==> src/rtl/smaesh_seq_pkg.sv <==
// Shared opcodes, FSM encoding and transaction-length helpers for the SMAesH stream sequencer.
package smaesh_seq_pkg;

    localparam logic [1:0] OP_SEED = 2'd0;
    localparam logic [1:0] OP_KEY  = 2'd1;
    localparam logic [1:0] OP_DATA = 2'd2;
    localparam logic [1:0] OP_RSVD = 2'd3;

    localparam logic [1:0] KS_ILLEGAL = 2'd3;
    localparam logic [3:0] DATA_BEATS = 4'd4;

    typedef enum logic [2:0] {
        ST_IDLE,
        ST_SEED,
        ST_KEY,
        ST_DATA,
        ST_DROP
    } state_e;

    function automatic logic [3:0] key_beats(input logic [1:0] size);
        case (size)
            2'd0:    key_beats = 4'd4;
            2'd1:    key_beats = 4'd6;
            2'd2:    key_beats = 4'd8;
            default: key_beats = 4'd0;
        endcase
    endfunction

endpackage

==> src/rtl/smaesh_stream_sequencer_if.sv <==
// Command stream plus the seed/key/data streams and status of the SMAesH input sequencer.
interface smaesh_stream_sequencer_if #(
    parameter int d      = 2,
    parameter int SEED_W = 80
);
    logic              cmd_valid;
    logic              cmd_ready;
    logic [1:0]        cmd_op;
    logic [1:0]        cmd_key_size;
    logic [SEED_W-1:0] cmd_seed;
    logic [32*d-1:0]   cmd_word;

    logic              seed_valid;
    logic              seed_ready;
    logic [SEED_W-1:0] seed;

    logic              key_valid;
    logic              key_ready;
    logic [32*d-1:0]   key_word;
    logic [1:0]        key_size;

    logic              data_valid;
    logic              data_ready;
    logic [32*d-1:0]   data_word;

    logic              err_clear;
    logic              err_op;
    logic              err_order;
    logic [15:0]       blk_count;

    modport slave (
        input  cmd_valid, cmd_op, cmd_key_size, cmd_seed, cmd_word,
        output cmd_ready,
        output seed_valid, seed, input seed_ready,
        output key_valid, key_word, key_size, input key_ready,
        output data_valid, data_word, input data_ready,
        input  err_clear,
        output err_op, err_order, blk_count
    );

    modport master (
        output cmd_valid, cmd_op, cmd_key_size, cmd_seed, cmd_word,
        input  cmd_ready,
        input  seed_valid, seed, output seed_ready,
        input  key_valid, key_word, key_size, output key_ready,
        input  data_valid, data_word, output data_ready,
        output err_clear,
        input  err_op, err_order, blk_count
    );

endinterface

==> src/rtl/smaesh_seq_obuf.sv <==
// Single-entry valid/ready register slice; load lands the payload one cycle later.
// A load in the same cycle as the draining handshake wins, so back-to-back beats never bubble.
module smaesh_seq_obuf #(
    parameter int W = 32
) (
    input  logic         clk,
    input  logic         rst,
    input  logic         load,
    input  logic [W-1:0] payload,
    output logic         valid,
    input  logic         ready,
    output logic [W-1:0] q
);

    always_ff @(posedge clk) begin
        if (rst) begin
            valid <= 1'b0;
            q     <= '0;
        end else if (load) begin
            valid <= 1'b1;
            q     <= payload;
        end else if (ready) begin
            valid <= 1'b0;
        end
    end

endmodule

==> src/rtl/smaesh_stream_sequencer.sv <==
// Splits one tagged command stream into the SMAesH seed/key/data streams, one stream active at a time.
// Beat accepted at t is valid at t+1; cmd_ready follows the active buffer's ready (no loss, no duplication).
module smaesh_stream_sequencer
    import smaesh_seq_pkg::*;
#(
    parameter int d      = 2,
    parameter int SEED_W = 80
) (
    input  logic                       clk,
    input  logic                       rst,
    smaesh_stream_sequencer_if.slave   bus
);

    localparam int WW = 32 * d;

    state_e      state, state_n;
    logic [3:0]  cnt, cnt_n;
    logic [3:0]  len, len_n;
    logic [1:0]  ks_q, ks_n;
    logic        seeded, keyed, seeded_eff, keyed_eff;
    logic        err_op_q, err_order_q, set_err_op, set_err_order;
    logic [15:0] blk_count_q;

    logic        fwd, free, done_in, out_vld, out_rdy, out_hs, last_hs;
    logic        cmd_ready, acc, dec_bad_op, dec_order, blk_inc;
    logic        seed_load, key_load, data_load;

    always_comb begin
        out_vld = 1'b0;
        out_rdy = 1'b0;
        case (state)
            ST_SEED: begin out_vld = bus.seed_valid; out_rdy = bus.seed_ready; end
            ST_KEY:  begin out_vld = bus.key_valid;  out_rdy = bus.key_ready;  end
            ST_DATA: begin out_vld = bus.data_valid; out_rdy = bus.data_ready; end
            default: ;
        endcase
    end

    assign fwd     = (state == ST_SEED) | (state == ST_KEY) | (state == ST_DATA);
    assign done_in = (cnt == len);
    assign out_hs  = out_vld & out_rdy;
    assign last_hs = fwd & done_in & out_hs;
    // The cycle that drains the last beat can already decode the next command.
    assign free    = (state == ST_IDLE) | last_hs;

    // Completion this cycle counts, so KEY immediately followed by DATA is legal.
    assign seeded_eff = seeded | (last_hs & (state == ST_SEED));
    assign keyed_eff  = keyed  | (last_hs & (state == ST_KEY));

    assign dec_bad_op = (bus.cmd_op == OP_RSVD) |
                        ((bus.cmd_op == OP_KEY) & (bus.cmd_key_size == KS_ILLEGAL));
    assign dec_order  = (bus.cmd_op == OP_DATA) & ~(seeded_eff & keyed_eff);

    always_comb begin
        cmd_ready = 1'b0;
        if (rst)
            cmd_ready = 1'b0;
        else if (free || state == ST_DROP)
            cmd_ready = 1'b1;
        else if (!done_in)
            cmd_ready = ~out_vld | out_rdy;
    end

    assign bus.cmd_ready = cmd_ready;
    assign acc           = bus.cmd_valid & cmd_ready;
    assign blk_inc       = last_hs & (state == ST_DATA);

    always_comb begin
        state_n       = state;
        cnt_n         = cnt;
        len_n         = len;
        ks_n          = ks_q;
        seed_load     = 1'b0;
        key_load      = 1'b0;
        data_load     = 1'b0;
        set_err_op    = 1'b0;
        set_err_order = 1'b0;
        if (last_hs)
            state_n = ST_IDLE;
        if (acc) begin
            if (free) begin
                cnt_n = 4'd1;
                if (dec_bad_op) begin
                    set_err_op = 1'b1;
                    state_n    = ST_IDLE;
                end else begin
                    case (bus.cmd_op)
                        OP_SEED: begin
                            state_n   = ST_SEED;
                            len_n     = 4'd1;
                            seed_load = 1'b1;
                        end
                        OP_KEY: begin
                            state_n  = ST_KEY;
                            len_n    = key_beats(bus.cmd_key_size);
                            ks_n     = bus.cmd_key_size;
                            key_load = 1'b1;
                        end
                        default: begin
                            len_n = DATA_BEATS;
                            if (dec_order) begin
                                state_n       = ST_DROP;
                                set_err_order = 1'b1;
                            end else begin
                                state_n   = ST_DATA;
                                data_load = 1'b1;
                            end
                        end
                    endcase
                end
            end else begin
                cnt_n = cnt + 4'd1;
                case (state)
                    ST_SEED: seed_load = 1'b1;
                    ST_KEY:  key_load  = 1'b1;
                    ST_DATA: data_load = 1'b1;
                    ST_DROP: if (cnt_n == len) state_n = ST_IDLE;
                    default: ;
                endcase
            end
        end
    end

    always_ff @(posedge clk) begin
        if (rst)
            state <= ST_IDLE;
        else
            state <= state_n;
    end

    always_ff @(posedge clk) begin
        if (rst) begin
            cnt         <= '0;
            len         <= '0;
            ks_q        <= '0;
            seeded      <= 1'b0;
            keyed       <= 1'b0;
            err_op_q    <= 1'b0;
            err_order_q <= 1'b0;
            blk_count_q <= '0;
        end else begin
            cnt         <= cnt_n;
            len         <= len_n;
            ks_q        <= ks_n;
            seeded      <= seeded_eff;
            keyed       <= keyed_eff;
            err_op_q    <= set_err_op | (err_op_q & ~bus.err_clear);
            err_order_q <= set_err_order | (err_order_q & ~bus.err_clear);
            blk_count_q <= blk_count_q + 16'(blk_inc);
        end
    end

    assign bus.key_size  = ks_q;
    assign bus.err_op    = err_op_q;
    assign bus.err_order = err_order_q;
    assign bus.blk_count = blk_count_q;

    smaesh_seq_obuf #(.W(SEED_W)) u_seed_buf (
        .clk(clk), .rst(rst), .load(seed_load), .payload(bus.cmd_seed),
        .valid(bus.seed_valid), .ready(bus.seed_ready), .q(bus.seed)
    );

    smaesh_seq_obuf #(.W(WW)) u_key_buf (
        .clk(clk), .rst(rst), .load(key_load), .payload(bus.cmd_word),
        .valid(bus.key_valid), .ready(bus.key_ready), .q(bus.key_word)
    );

    smaesh_seq_obuf #(.W(WW)) u_data_buf (
        .clk(clk), .rst(rst), .load(data_load), .payload(bus.cmd_word),
        .valid(bus.data_valid), .ready(bus.data_ready), .q(bus.data_word)
    );

endmodule
==> src/flat_wrapper.sv <==
// flat-port wrapper written by rule: the top's interface ports become plain ports
module smaesh_stream_sequencer_flat import smaesh_seq_pkg::*;
#(
    parameter int d      = 2,
    parameter int SEED_W = 80
)
  (clk, rst, bus_cmd_valid, bus_cmd_op, bus_cmd_key_size, bus_cmd_seed, bus_cmd_word, bus_cmd_ready, bus_seed_valid, bus_seed, bus_seed_ready, bus_key_valid, bus_key_word, bus_key_size, bus_key_ready, bus_data_valid, bus_data_word, bus_data_ready, bus_err_clear, bus_err_op, bus_err_order, bus_blk_count);
  smaesh_stream_sequencer_if #(.d(d), .SEED_W(SEED_W)) bus_i ();
  input  logic clk;
  input  logic rst;
  input wire logic [$bits(bus_i.cmd_valid)-1:0] bus_cmd_valid;
  input wire logic [$bits(bus_i.cmd_op)-1:0] bus_cmd_op;
  input wire logic [$bits(bus_i.cmd_key_size)-1:0] bus_cmd_key_size;
  input wire logic [$bits(bus_i.cmd_seed)-1:0] bus_cmd_seed;
  input wire logic [$bits(bus_i.cmd_word)-1:0] bus_cmd_word;
  output wire logic [$bits(bus_i.cmd_ready)-1:0] bus_cmd_ready;
  output wire logic [$bits(bus_i.seed_valid)-1:0] bus_seed_valid;
  output wire logic [$bits(bus_i.seed)-1:0] bus_seed;
  input wire logic [$bits(bus_i.seed_ready)-1:0] bus_seed_ready;
  output wire logic [$bits(bus_i.key_valid)-1:0] bus_key_valid;
  output wire logic [$bits(bus_i.key_word)-1:0] bus_key_word;
  output wire logic [$bits(bus_i.key_size)-1:0] bus_key_size;
  input wire logic [$bits(bus_i.key_ready)-1:0] bus_key_ready;
  output wire logic [$bits(bus_i.data_valid)-1:0] bus_data_valid;
  output wire logic [$bits(bus_i.data_word)-1:0] bus_data_word;
  input wire logic [$bits(bus_i.data_ready)-1:0] bus_data_ready;
  input wire logic [$bits(bus_i.err_clear)-1:0] bus_err_clear;
  output wire logic [$bits(bus_i.err_op)-1:0] bus_err_op;
  output wire logic [$bits(bus_i.err_order)-1:0] bus_err_order;
  output wire logic [$bits(bus_i.blk_count)-1:0] bus_blk_count;
  assign bus_i.cmd_valid = bus_cmd_valid;
  assign bus_i.cmd_op = bus_cmd_op;
  assign bus_i.cmd_key_size = bus_cmd_key_size;
  assign bus_i.cmd_seed = bus_cmd_seed;
  assign bus_i.cmd_word = bus_cmd_word;
  assign bus_cmd_ready = bus_i.cmd_ready;
  assign bus_seed_valid = bus_i.seed_valid;
  assign bus_seed = bus_i.seed;
  assign bus_i.seed_ready = bus_seed_ready;
  assign bus_key_valid = bus_i.key_valid;
  assign bus_key_word = bus_i.key_word;
  assign bus_key_size = bus_i.key_size;
  assign bus_i.key_ready = bus_key_ready;
  assign bus_data_valid = bus_i.data_valid;
  assign bus_data_word = bus_i.data_word;
  assign bus_i.data_ready = bus_data_ready;
  assign bus_i.err_clear = bus_err_clear;
  assign bus_err_op = bus_i.err_op;
  assign bus_err_order = bus_i.err_order;
  assign bus_blk_count = bus_i.blk_count;
  smaesh_stream_sequencer #(.d(d), .SEED_W(SEED_W)) u_core (.clk(clk), .rst(rst), .bus(bus_i));
endmodule
==> config.mk <==
export PLATFORM = sky130hd
export DESIGN_NAME = smaesh_stream_sequencer_flat
export DESIGN_NICKNAME = d
export VERILOG_FILES = /design/src/rtl/smaesh_seq_pkg.sv /design/src/rtl/smaesh_stream_sequencer_if.sv /design/src/rtl/smaesh_seq_obuf.sv /design/src/rtl/smaesh_stream_sequencer.sv /design/src/flat_wrapper.sv
export SDC_FILE = /design/constraint.sdc
export NUM_CORES = 1
export LEC_CHECK = 0
export ABC_CLOCK_PERIOD_IN_PS = 3800
export CAP_MARGIN = 15
export CORE_MARGIN = 2
export CORE_UTILIZATION = 35
export DETAILED_ROUTE_END_ITERATION = 7
export PLACE_DENSITY = 0.75
export SYNTH_ARGS = -nofsm -noshare
export SYNTH_HDL_FRONTEND = slang
export SYNTH_HIERARCHICAL = 1
export SYNTH_SLANG_ARGS = --single-unit
==> constraint.sdc <==
create_clock -name clk -period 3.8 [get_ports clk]
set_input_delay 0.38 -clock clk [delete_from_list [all_inputs] [get_ports clk]]
set_output_delay 0.38 -clock clk [all_outputs]
set_load 0.05 [all_outputs]
After elaboration in Yosys (flattened, before gate mapping). Index checks and enable logic that the tools add are counted. Widths: inputs -> output; s select.

Register bits: 244.

$add $sub $neg: 2. Eq/ne operators: 12. Muxes and demuxes: 46. Bitwise gates (word level): 25. Reductions and logical operators: 10.

Operators with widths (number): $mux 1 (33); $mux 3 (7); $add 16x1->16 (1); $and 1x1->1 (12); $pmux 4 s3 (1); $or 1x1->1 (9); $eq 2x2->1 const B (4); $eq 4x4->1 (2); $pmux 4 s2 (1); $eq 3x2->1 const B (2); $pmux 1 s3 (2); $pmux 3 s2 (1); $reduce_bool 2->1 (3); $add 4x1->4 const B (1); $eq 2x1->1 const B (2); $logic_not 2->1 (2); $mux 4 (1); $not 1->1 (4); $reduce_and 4->1 (1); $eq 3x1->1 const B (1); $eq 3x3->1 const B (1); $logic_not 3->1 (1); $reduce_and 3->1 (1); $reduce_or 2->1 (1); $logic_or 1x1->1 (1).

Logic depth before layout (Yosys ltp). Gate-level depths: netlist of run 1.

Depth in word-level cells: 16. Gate-level depth with buffers: 11. Gate-level depth less buffers: 10.

By module. Netlist of run 1, hierarchy kept.

By module, submodules not included: smaesh_seq_obuf (u_core.u_data_buf ...) (instances 2, cells each 210, area an instance 2344.7 µm²); smaesh_seq_obuf (u_core.u_seed_buf) (instances 1, cells each 262, area an instance 2905.3 µm²); smaesh_stream_sequencer (instances 1, cells each 197, area an instance 1734.2 µm²).

Worst setup path before layout of run 1. No wires, ideal clock.

Kind: flip-flop to flip-flop. From: register u_core.u_data_buf.valid. To: register u_core.u_data_buf.q[51]. Data arrival time: 2.663 ns. Setup slack: 1.010 ns. Cell stages (with the launch flop): 11. Path buffers: 2. Period minus slack after synthesis: 2.790 ns. Cell sequence: dfxtp_1 mux2i_1 a211oi_4 a31oi_2 or3b_1 o22a_1 nor2_1 buf_6 buf_12 mux2i_1 nor2_1.

Longest elaborated chain between the ends: 13. Elaborated cells between the ends (all ways): 23. Classes of those cells: mux (9); bitwise (13); reduce/logical (1).

Ends and longest elaborated chain: start: declaration (line smaesh_seq_obuf.sv:10) `output logic valid,`; start signal: assignment (line smaesh_seq_obuf.sv:17) `valid <= 1'b0;`; start signal: assignment (line smaesh_seq_obuf.sv:20) `valid <= 1'b1;`; start signal: assignment (line smaesh_seq_obuf.sv:23) `valid <= 1'b0;`; $pmux 1 s3 * (line smaesh_stream_sequencer.sv:31) `case (state)`; $and 1x1->1 (line smaesh_stream_sequencer.sv:41) `assign out_hs = out_vld & out_rdy;`; $and 1x1->1 (line smaesh_stream_sequencer.sv:42) `assign last_hs = fwd & done_in & out_hs;`; $and 1x1->1, on equally long branches (line smaesh_stream_sequencer.sv:47, smaesh_stream_sequencer.sv:48); $or 1x1->1, on equally long branches (line smaesh_stream_sequencer.sv:47, smaesh_stream_sequencer.sv:48); $and 1x1->1 (line smaesh_stream_sequencer.sv:52) `assign dec_order = (bus.cmd_op == OP_DATA) & ~(seeded_eff & keyed_eff);`; $not 1->1 (line smaesh_stream_sequencer.sv:52); $and 1x1->1 (line smaesh_stream_sequencer.sv:52); $mux 1 (line smaesh_stream_sequencer.sv:101) `if (dec_order) begin`; $mux 1 (line smaesh_stream_sequencer.sv:87) `case (bus.cmd_op)`; $mux 1 (line smaesh_stream_sequencer.sv:83) `if (dec_bad_op) begin`; $mux 1 (line smaesh_stream_sequencer.sv:81) `if (free) begin`; $mux 1 * (line smaesh_stream_sequencer.sv:80) `if (acc) begin`; via u_core.data_load (line smaesh_stream_sequencer.sv:26) `logic seed_load, key_load, data_load;`; end signal: assignment (line smaesh_seq_obuf.sv:21) `q <= payload;`; end: declaration (line smaesh_seq_obuf.sv:12) `output logic [W-1:0] q`.

The timed path passes the listed nets; every way through them passes the cells marked *. A chain may end at the register's enable or synchronous reset.

Worst setup path in the final report of run 1.
From: register u_core.state[0]. To: output port bus_cmd_ready.

Longest elaborated chain between the ends: 9. Elaborated cells between the ends (all ways): 19. Classes of those cells: eq/ne (4); mux (5); bitwise (8); reduce/logical (2).

Ends and longest elaborated chain: start: declaration (line smaesh_stream_sequencer.sv:16) `state_e state, state_n;`; start signal: assignment (line smaesh_stream_sequencer.sv:128) `state <= state_n;`; $eq 3x1->1 or $eq 3x2->1 (tied branches) (line smaesh_stream_sequencer.sv:31, smaesh_stream_sequencer.sv:39); $or 1x1->1 (2 in series) (line smaesh_stream_sequencer.sv:39) `assign fwd = (state == ST_SEED) | (state == ST_KEY) | (state == ST_DATA);`; $and 1x1->1 (2 in series) (line smaesh_stream_sequencer.sv:42); $or 1x1->1 (line smaesh_stream_sequencer.sv:44) `assign free = (state == ST_IDLE) | last_hs;`; $logic_or 1x1->1 (line smaesh_stream_sequencer.sv:58) `else if (free || state == ST_DROP)`; $mux 1 * (line smaesh_stream_sequencer.sv:58); $mux 1 * (line smaesh_stream_sequencer.sv:56) `if (rst)`; end: declaration (line flat_wrapper.sv:16) `output wire logic [$bits(bus_i.cmd_ready)-1:0] bus_cmd_ready;`.

Every way passes the cells marked *; elsewhere a longest branch is shown, timed or not.

==> summary.txt, run 1 <==
die height: 167 µm
storage element area: 4880 µm²
WL/cell: 16.3 µm
CTS root buffer: clkbuf_16
setup TNS: 0 ns
Synth Area in Compound Gates: 2.90%
CORE AREA: 26100 µm²
Crit. End Element: output pin
failing checks: design-rule violations
Multi-input gate area: 3930 µm²
I/O pin count: 387
top_reg_cell synth: dfxtp_1
# nets final: 1407
share of cells above drive strength 1: 4.97%
Pre-antenna DRT Iters: 6
IO Port Bufs: 386
Post-Place Cell Area: 13300 µm²
DP Worst Slack: 0.653 ns
hold crit path type: primary input to flip-flop
flops & latches, synth: 244
n_diodes: 0
clock latency on the worst-skew pair: 0.52 ns
Final Cycle Share: 85.9%
Critical Path Sink: bus_cmd_ready
die area: 28000 µm²
Crit-path slowest cell: clkdlybuf4s50_1
min Tclk post-route: 3.26 ns
Syn Area/Cell: 10.6 µm²
Via Count: 7534
leakage: 4.93 nW
RSZ-0062 raised after global routing: false
Worst path top cell family by delay: buffers and inverters
EDFF count, synth: 0
Critical Path RT: 3.42 ns
Worst Slack Setup Final: 0.537 ns
final design utilization: 54.1%
Synth Area in Adders: 0.402%
critical path depth: 6
drt first-iter violations: 409
worst r2r src: u_core/state[0]$_SDFF_PP0_
simple-gate area share of the yosys netlist: 13.5%
Power per Cell Area: 413 nW/µm²
post-synth top area cell: dfxtp_1
achievable clock frequency: 306 MHz
Initial Utilization: 35.7%
max-slew violation count: 0
GPL Wtd Cong: 0.856
R2R Setup Slk: 0.83 ns
TritonCTS clock tree: done
Max Cap Viol: 0
Async SR Flop Fraction: 0%
most frequent cell after synthesis: dfxtp_1
Tot GR Track Use: 17.8%
Slew @ Worst Pin: 0.870 ns
Slowest Stage Delay on Critical Path: 0.80 ns
final wirelength: 26100 µm
Yosys cell types: 52
Filler cells: 2299
skew final: 0.0126 ns
Slew HR: 42.0%
Post-CTS Setup Bufs: 0
DP HPWL: 18600 µm
worst hold margin: 0.165 ns
Cell Chain, Critical Path: mux2i_1 -> a211oi_4 -> and2_1 -> nor3_1 -> nor2_1 -> clkdlybuf4s50_1
Net Count, Synth: 1037
post-route cell area: 14100 µm²
CP Class: flip-flop to output pin
number of global-route vias before repair: 7548
Post-CTS Hold Buffers: 0
largest net degree at the start of global routing: 86
crit path buf inv count: 1
Antenna Nets Post-Route: 0
Synth top cells by count: dfxtp_1, nor2_1, mux2i_1, clkbuf_1, xor2_1
Worst Setup SP: u_core/state[0]$_SDFF_PP0_
clock slew at reported path FFs: 0.06 ns
Max clock buf depth: 3
initial antenna violation count: 0
post-synthesis sequential area ratio: 52.4%
cell count of the worst reg-to-reg path: 9
R2R Path End: u_core/u_data_buf/q[20]$_SDFFE_PP0P_
grt total ovfl: 0
Die X: 167 µm
post-synthesis mux area share: 23.2%
largest family of logic cells by synthesized area: multiplexers
peak supply drop: 0.339 mV
row count: 59
Syn Inst Count: 879
post-synth top area share: 52.4%
endpoints failing setup: 0
vias per cell: 4.70
first-pass GRT wire length: 40900 µm
PostCTS Resize Cnt: 0
Yosys warnings: 6
# DRC: 29
Num Clock Sinks: 244
type of origin of the critical path: flip-flop
Data arrival, critical path: 2.88 ns
status: finished with violations
htree depth: 1
Hold Path Cell Cnt: 2
crit-path max FO: 10
CTS buffer count: 27
Mapped Area: 9330 µm²
XOR/XNOR share of the synthesized area: 1.88%
Area growth syn-to-layout: 51.5%
Final Hold Viols: 0
Synth area leaders: dfxtp_1, mux2i_1, nor2_1
==> layout make-up <==
type	count	area share, %
Timing Repair Buffer	396	28.4
Multi-Input combinational cell	573	27.8
Clock buffer	42	5.67
Inverter	7	0.186
Tap cell	335	2.97
Sequential cell	244	34.6
Clock inverter	5	0.407
==> power by group <==
group	internal [mW]	leakage, nW	switching [mW]
logic	0.308	2.54	0.368
registers	2.61	1.97	0.0323
clock network	1.51	0.423	1.01
total	4.42	4.93	1.41
==> sequential cells by signal, summed over array words and instances (netlist names) <==
| name | cells |
|---|---|
| u_core/u_seed_buf/q | 80 |
| u_core/u_data_buf/q | 64 |
| u_core/u_key_buf/q | 64 |
| u_core/bus.blk_count | 16 |
| u_core/cnt | 4 |
| u_core/len | 4 |
| u_core/state | 3 |
| u_core/bus.key_size | 2 |
| u_core/bus.err_op | 1 |
| u_core/bus.err_order | 1 |
| u_core/keyed | 1 |
| u_core/seeded | 1 |
| u_core/u_data_buf/valid | 1 |
| u_core/u_key_buf/valid | 1 |
| u_core/u_seed_buf/valid | 1 |
==> worst min-delay path by stage <==
stage,startpoint,to
2_1_floorplan,u_core/keyed$_SDFF_PP0_,u_core/keyed$_SDFF_PP0_
3_5_place_dp,u_core/len[2]$_SDFFE_PP0P_,u_core/len[2]$_SDFFE_PP0P_
5_1_grt,rst,u_core/bus.blk_count[12]$_SDFF_PP0_
3_3_place_gp,u_core/len[2]$_SDFFE_PP0P_,u_core/len[2]$_SDFFE_PP0P_
4_1_cts,rst,u_core/u_seed_buf/q[71]$_SDFFE_PP0P_
6_report,rst,u_core/u_seed_buf/q[71]$_SDFFE_PP0P_
==> stage by stage <==
step           cells  power (mW)
6_report        1602        5.84
5_1_grt         1602        6.07
4_1_cts         1602        5.93
3_5_place_dp    1555        3.37
3_3_place_gp    1555        3.37
2_1_floorplan    879        3.08
==> worst register-to-register path, delay by kind of cell, from the launching register on <==
kind,cells,cell delay (ns)
DFF,1,0.55
buffers and inverters,1,0.26
and+or+nand+nor,3,0.67
AOI/OAI and AO/OA,3,0.85
muxes,2,0.49
==> logic make-up after synthesis <==
logic type	after synthesis
AOI/OAI and AO/OA	35
xor gates and xnor gates	20
adders and majority gates	3
buffers and inverters	62
DFF	244
muxes	216
and+or+nand+nor	299
==> metal layers <==
layer / track usage (%) / part of all wire, % / vias up
met2: 30.2 / 46 / 325
li1: - / - / 3689
met5: 0 / 0 / -
met3: 7.04 / 11 / 47
met1: 20.6 / 40 / 3473
met4: 5.48 / 2.7 / 0
==> placed cells by master (no fill, tap or decap), types with 2 or more instances in the layout <==
cell and count:
a21oi_1 14, clkbuf_1 8, inv_1 5, xor2_1 15
ha_1 3, or3_1 2, xnor2_1 5, mux2i_1 216
nor2_4 2, and3_1 5, nand4_1 6, buf_12 6
nor3_1 4, clkinv_2 2, buf_4 4, clkbuf_16 27
a211oi_2 2, nand2b_1 3, and2_1 3, nand2_1 13
nand3_1 10, nor2b_1 5, dfxtp_1 244, nor3b_1 3
clkdlybuf4s50_1 385, clkinv_4 2, nor2_1 236, clkbuf_8 7
inv_2 2
No activity file was read; power rests on OpenSTA's default activity.
==> run 2: changes to the inputs <==
Settings changed: CORE_AREA set to 2 2 151 153, CORE_MARGIN 2 to unset, CORE_UTILIZATION 35 to unset, CTS_BUF_LIST set to sky130_fd_sc_hd__clkbuf_4, DIE_AREA set to 0 0 153 155, PLACE_DENSITY 0.75 to 0.86.
==> summary.txt, run 2 (same netlist as run 1, synthesis figures left out) <==
max-slew violation count: 0 (unchanged)
WL/cell: 16.3 µm (+0.15%)
CORE AREA: 22200 µm² (-15%)
Power per Cell Area: 407 nW/µm² (-1.4%)
DP Worst Slack: 0.503 ns (-0.150 ns)
die height: 155 µm (-7.3%)
RSZ-0062 raised after global routing: false
grt total ovfl: 0 (unchanged)
initial antenna violation count: 2 (+2)
TritonCTS clock tree: done
Tot GR Track Use: 21.2% (+3.4 points)
gr busiest metal: met2
biggest regs: u_core/u_seed_buf/q (80), u_core/u_data_buf/q (64), u_core/u_key_buf/q (64)
Slowest Stage Delay on Critical Path: 0.82 ns (+0.02 ns)
status: finished, final reports clean
crit-path max FO: 10 (unchanged)
Crit-path slowest cell: clkdlybuf4s50_1
Worst Slack Setup Final: 0.431 ns (-0.107 ns)
# DRC: 0 (-100%)
Slew @ Worst Pin: 0.835 ns (-0.0349 ns)
row count: 55 (-6.8%)
Critical Path RT: 3.42 ns (about the same)
die area: 23700 µm² (-15%)
clock slew at reported path FFs: 0.07 ns (about the same)
Num Clock Sinks: 244 (unchanged)
IO Port Bufs: 386 (unchanged)
largest net degree at the start of global routing: 197 (+130%)
met3 Track Usage GR: 9.08% (+2.0 points)
hold crit path type: primary input to flip-flop
final wirelength: 26300 µm (+0.90%)
first-pass GRT wire length: 40800 µm (-0.13%)
Post-CTS Setup Bufs: 0 (unchanged)
M2 GR Usage: 36.4% (+6.2 points)
Cell Chain, Critical Path: mux2i_1 -> a211oi_4 -> and2_1 -> nor3_1 -> nor2_1 -> clkdlybuf4s50_1
Initial Utilization: 42.0% (+6.3 points)
CTS root buffer: clkbuf_4
Post-CTS Hold Buffers: 0 (unchanged)
vias per cell: 4.81 (+2.4%)
DP HPWL: 18400 µm (-0.89%)
drt first-iter violations: 242 (-41%)
Pre-antenna DRT Iters: 5 (-1)
min Tclk post-route: 3.37 ns (+0.107 ns)
htree depth: 3 (+2)
Die X: 153 µm (-8.5%)
setup TNS: 0 ns (unchanged)
commonest non-fill, non-tap cell in the layout: clkdlybuf4s50_1
PostCTS Resize Cnt: 0 (unchanged)
met1 GRT Util: 23.1% (+2.5 points)
Antenna Nets Post-Route: 0 (unchanged)
Largest register FFs: 80 (unchanged)
GPL Wtd Cong: 0.875 (+2.2%)
number of global-route vias before repair: 7792 (+3.2%)
Max Cap Viol: 0 (unchanged)
Slew HR: 44.3% (+2.3 points)
peak supply drop: 0.331 mV (-2.5%)
leakage: 4.98 nW (+1.0%)
type of origin of the critical path: flip-flop
achievable clock frequency: 297 MHz (-3.2%)
most frequent cells in the layout: clkdlybuf4s50_1, dfxtp_1, nor2_1
share of cells above drive strength 1: 9.13% (+4.2 points)
endpoints failing setup: 0 (unchanged)
CP Class: flip-flop to output pin
clock latency on the worst-skew pair: 0.65 ns (+0.13 ns)
Final Hold Viols: 0 (unchanged)
register with the most flip-flops: u_core/u_seed_buf/q
Via Count: 7770 (+3.1%)
skew final: 0.0350 ns (+0.0223 ns)
CTS buffer count: 66 (+140%)
Crit. End Element: output pin
Data arrival, critical path: 2.99 ns (+0.11 ns)
# nets final: 1443 (+2.6%)
Area growth syn-to-layout: 50.3%
I/O pin count: 387 (unchanged)
Max clock buf depth: 3 (unchanged)
Final Cycle Share: 88.7% (+2.8 points)
## run 2: worst paths after layout
path,startpoint,to,slack [ns],cells past startpoint
hold reg to reg,u_core/u_seed_buf/q[77]$_SDFFE_PP0P_,u_core/u_seed_buf/q[77]$_SDFFE_PP0P_,0.49,2
setup / recovery,u_core/state[0]$_SDFF_PP0_,bus_cmd_ready,0.43,6
hold / removal,rst,u_core/bus.err_op$_SDFF_PP0_,0.09,2
setup reg to reg,u_core/state[0]$_SDFF_PP0_,u_core/u_data_buf/q[41]$_SDFFE_PP0P_,0.70,9
## run 2: per-stage QoR
stage / cell area (µm²) / std cells / util, % / hold slack [ns] / power, mW
after detailed placement: 13200 / 1502 / 59.2 / 0.480 / 3.37
after floorplan: 9330 / 879 / - / 0.451 / 3.08
final: 14000 / 1614 / 63.1 / 0.0949 / 5.71
after global placement: 13200 / 1502 / 59.2 / 0.471 / 3.36
after CTS: 14000 / 1611 / 63.0 / 0.0372 / 5.80
after global routing: 14000 / 1614 / 63.1 / 0.0620 / 5.99
## run 2: per-layer routing
metal | wire [µm] | vias up
met3 | 2680 | 56
met4 | 714 | 0
met2 | 12800 | 340
met1 | 10100 | 3571
li1 | - | 3803
met5 | 0 | -
## run 2: layout make-up
type | count | area [µm²]
fill | 1739 | 8210
sequential | 244 | 4880
timing repair buffer | 393 | 3970
multi-input combinational | 573 | 3930
clock buffer | 92 | 691
tap | 285 | 357
clock inverter | 17 | 155
inverter | 7 | 26.3
antenna | 3 | 7.51
## run 2: critical path, delay by kind of cell (launching register included)
kind | cells | cell delay [ns]
buffers and inverters | 1 | 0.82
flip-flops | 1 | 0.56
AND/OR/NAND/NOR | 3 | 0.43
AO/OA/AOI/OAI | 1 | 0.38
multiplexers | 1 | 0.19
## run 2: where the power goes
part / switching, mW / leakage (nW) / internal [mW]
Combinational: 0.369 / 2.52 / 0.306
Sequential: 0.0326 / 1.97 / 2.61
Clock: 1.07 / 0.493 / 1.32
==> run 3: changes to the inputs <==
Settings changed: CORE_AREA 2 2 151 153 to unset, CORE_MARGIN set to 2, CORE_UTILIZATION set to 40, DIE_AREA 0 0 153 155 to unset, PLACE_DENSITY 0.86 to 0.76, SETUP_SLACK_MARGIN set to 0.15.
==> summary.txt, run 3 (same netlist as run 1, synthesis figures left out) <==
status: finished, final reports clean
Filler cells: 1938 (+11%)
row count: 55 (unchanged)
commonest non-fill, non-tap cell in the layout: clkdlybuf4s50_1
# placed instances: 1538 (+2.4%)
I/O pin count: 387 (unchanged)
CP Class: flip-flop to output pin
biggest regs: u_core/u_seed_buf/q (80), u_core/u_data_buf/q (64), u_core/u_key_buf/q (64)
vias per cell: 4.70 (-2.3%)
overall power: 5.75 mW (+0.78%)
Antenna Nets Post-Route: 0 (unchanged)
peak supply drop: 0.273 mV (-18%)
Max Cap Viol: 0 (unchanged)
hold crit path type: primary input to flip-flop
endpoints failing setup: 0 (unchanged)
Power per Cell Area: 406 nW/µm² (-0.17%)
Multi-input gate area: 3930 µm² (unchanged)
CTS root buffer: clkbuf_4
htree depth: 3 (unchanged)
cell count of the worst reg-to-reg path: 9 (unchanged)
register with the most flip-flops: u_core/u_seed_buf/q
Slew HR: 45.2% (+0.92 points)
CTS buffer count: 67 (+1.5%)
DP Worst Slack: 0.473 ns (-0.0298 ns)
CORE AREA: 22800 µm² (+2.5%)
crit-path max FO: 10 (unchanged)
clock slew at reported path FFs: 0.07 ns (about the same)
leakage: 5.05 nW (+1.4%)
Post-CTS Setup Bufs: 0 (unchanged)
Tot GR Track Use: 20.4% (-0.81 points)
grt total ovfl: 0 (unchanged)
IO Port Bufs: 386 (unchanged)
Post-CTS Hold Buffers: 0 (unchanged)
clock latency on the worst-skew pair: 0.65 ns (about the same)
Pre-antenna DRT Iters: 4 (-1)
share of cells above drive strength 1: 9.93% (+0.81 points)
R2R Setup Slk: 0.69 ns (about the same)
Area growth syn-to-layout: 51.7%
achievable clock frequency: 295 MHz (-0.44%)
Via Count: 7777 (+0.090%)
final wirelength: 26300 µm (-0.15%)
initial antenna violation count: 3 (+1)
number of global-route vias before repair: 7672 (-1.5%)
Max clock buf depth: 3 (unchanged)
storage element area: 4880 µm² (unchanged)
most frequent cells in the layout: clkdlybuf4s50_1, dfxtp_1, nor2_1
# nets final: 1452 (+0.62%)
drt first-iter violations: 292 (+21%)
Largest register FFs: 80 (unchanged)
WL/cell: 15.9 µm (-2.6%)
Num Clock Sinks: 244 (unchanged)
GPL Wtd Cong: 0.896 (+2.4%)
Data arrival, critical path: 3.00 ns (about the same)
final design utilization: 62.1% (-0.94 points)
worst hold margin: 0.103 ns (+0.00856 ns)
die area: 24600 µm² (+3.6%)
first-pass GRT wire length: 39900 µm (-2.3%)
R2R Path End: u_core/u_data_buf/q[3]$_SDFFE_PP0P_
Crit. End Element: output pin
Die X: 157 µm (+2.4%)
DP HPWL: 18700 µm (+1.7%)
Slowest Stage Delay on Critical Path: 0.81 ns (about the same)
Crit-path slowest cell: clkdlybuf4s50_1
Post-Place Cell Area: 13300 µm² (+0.82%)
Critical Path RT: 3.42 ns (about the same)
worst r2r src: u_core/state[0]$_SDFF_PP0_
largest net degree at the start of global routing: 80 (-59%)
# DRC: 0 (unchanged)
type of origin of the critical path: flip-flop
Slew @ Worst Pin: 0.822 ns (-0.0137 ns)
RSZ-0062 raised after global routing: false
Critical Path Sink: bus_cmd_ready
Cell Chain, Critical Path: mux2i_1 -> a211oi_4 -> and2_1 -> nor3_1 -> nor2_1 -> clkdlybuf4s50_1
Non-Filler Instances: 1654 (+2.5%)
min Tclk post-route: 3.38 ns (+0.0148 ns)
Final Cycle Share: 89.1% (+0.39 points)
post-route cell area: 14200 µm² (+0.95%)
skew final: 0.0480 ns (+0.0131 ns)
die height: 157 µm (+1.1%)
setup TNS: 0 ns (unchanged)
Initial Utilization: 41.0% (-1.0 points)
PostCTS Resize Cnt: 0 (unchanged)
TritonCTS clock tree: done
Worst Setup SP: u_core/state[0]$_SDFF_PP0_
Worst Slack Setup Final: 0.416 ns (-0.0148 ns)
Final Hold Viols: 0 (unchanged)
max-slew violation count: 0 (unchanged)
==> run 3: cell types whose count changed in the layout (fill, tap and decap cells not counted) <==
cell	change
diode_2	-1
clkinv_4	-1
clkbuf_4	+5
clkinv_2	+2
buf_4	+7
clkinvlp_4	-2
buf_12	+1
clkinv_1	+1
==> run 3: metal layers <==
layer / wire [µm] / global-route usage, % / part of all wire [%]
met5: 11 / 0 / 0.042
met4: 582 / 7.47 / 2.2
met3: 2760 / 9.53 / 10
met2: 12500 / 34.0 / 48
met1: 10400 / 22.7 / 40
==> run 3: layout make-up <==
class,count,share of cell area (%)
Antenna cell,2,0.0354
Timing Repair Buffer,401,28.5
Inverter,7,0.186
Clock inverter,17,1.03
Tap cell,313,2.77
Sequential cell,244,34.5
Multi-Input combinational cell,573,27.8
Clock buffer,97,5.15
==> run 3: how the worst min path moves through the flow <==
stage | cells after the start | slack [ns] | from | endpoint
floorplan | 2 | 0.45 | u_core/keyed$_SDFF_PP0_ | u_core/keyed$_SDFF_PP0_
global placement | 2 | 0.47 | u_core/u_seed_buf/q[40]$_SDFFE_PP0P_ | u_core/u_seed_buf/q[40]$_SDFFE_PP0P_
detailed placement | 2 | 0.48 | u_core/bus.err_order$_SDFF_PP0_ | u_core/bus.err_order$_SDFF_PP0_
CTS | 2 | 0.04 | rst | u_core/u_key_buf/q[60]$_SDFFE_PP0P_
global route | 2 | 0.06 | rst | u_core/u_data_buf/q[51]$_SDFFE_PP0P_
finish | 2 | 0.10 | rst | u_core/u_seed_buf/q[24]$_SDFFE_PP0P_
==> run 3: critical path, delay by kind of cell, from the launching register on <==
kind / cells / cell delay [ns]
buffers and inverters: 1 / 0.81
flip-flops: 1 / 0.56
AND/OR/NAND/NOR: 3 / 0.42
AO/OA/AOI/OAI: 1 / 0.39
multiplexers: 1 / 0.20
==> run 3: power breakdown <==
part | internal [mW] | switching (mW) | leakage [nW]
sequential | 2.61 | 0.0321 | 1.97
clock | 1.37 | 1.07 | 0.521
combinational | 0.306 | 0.367 | 2.56
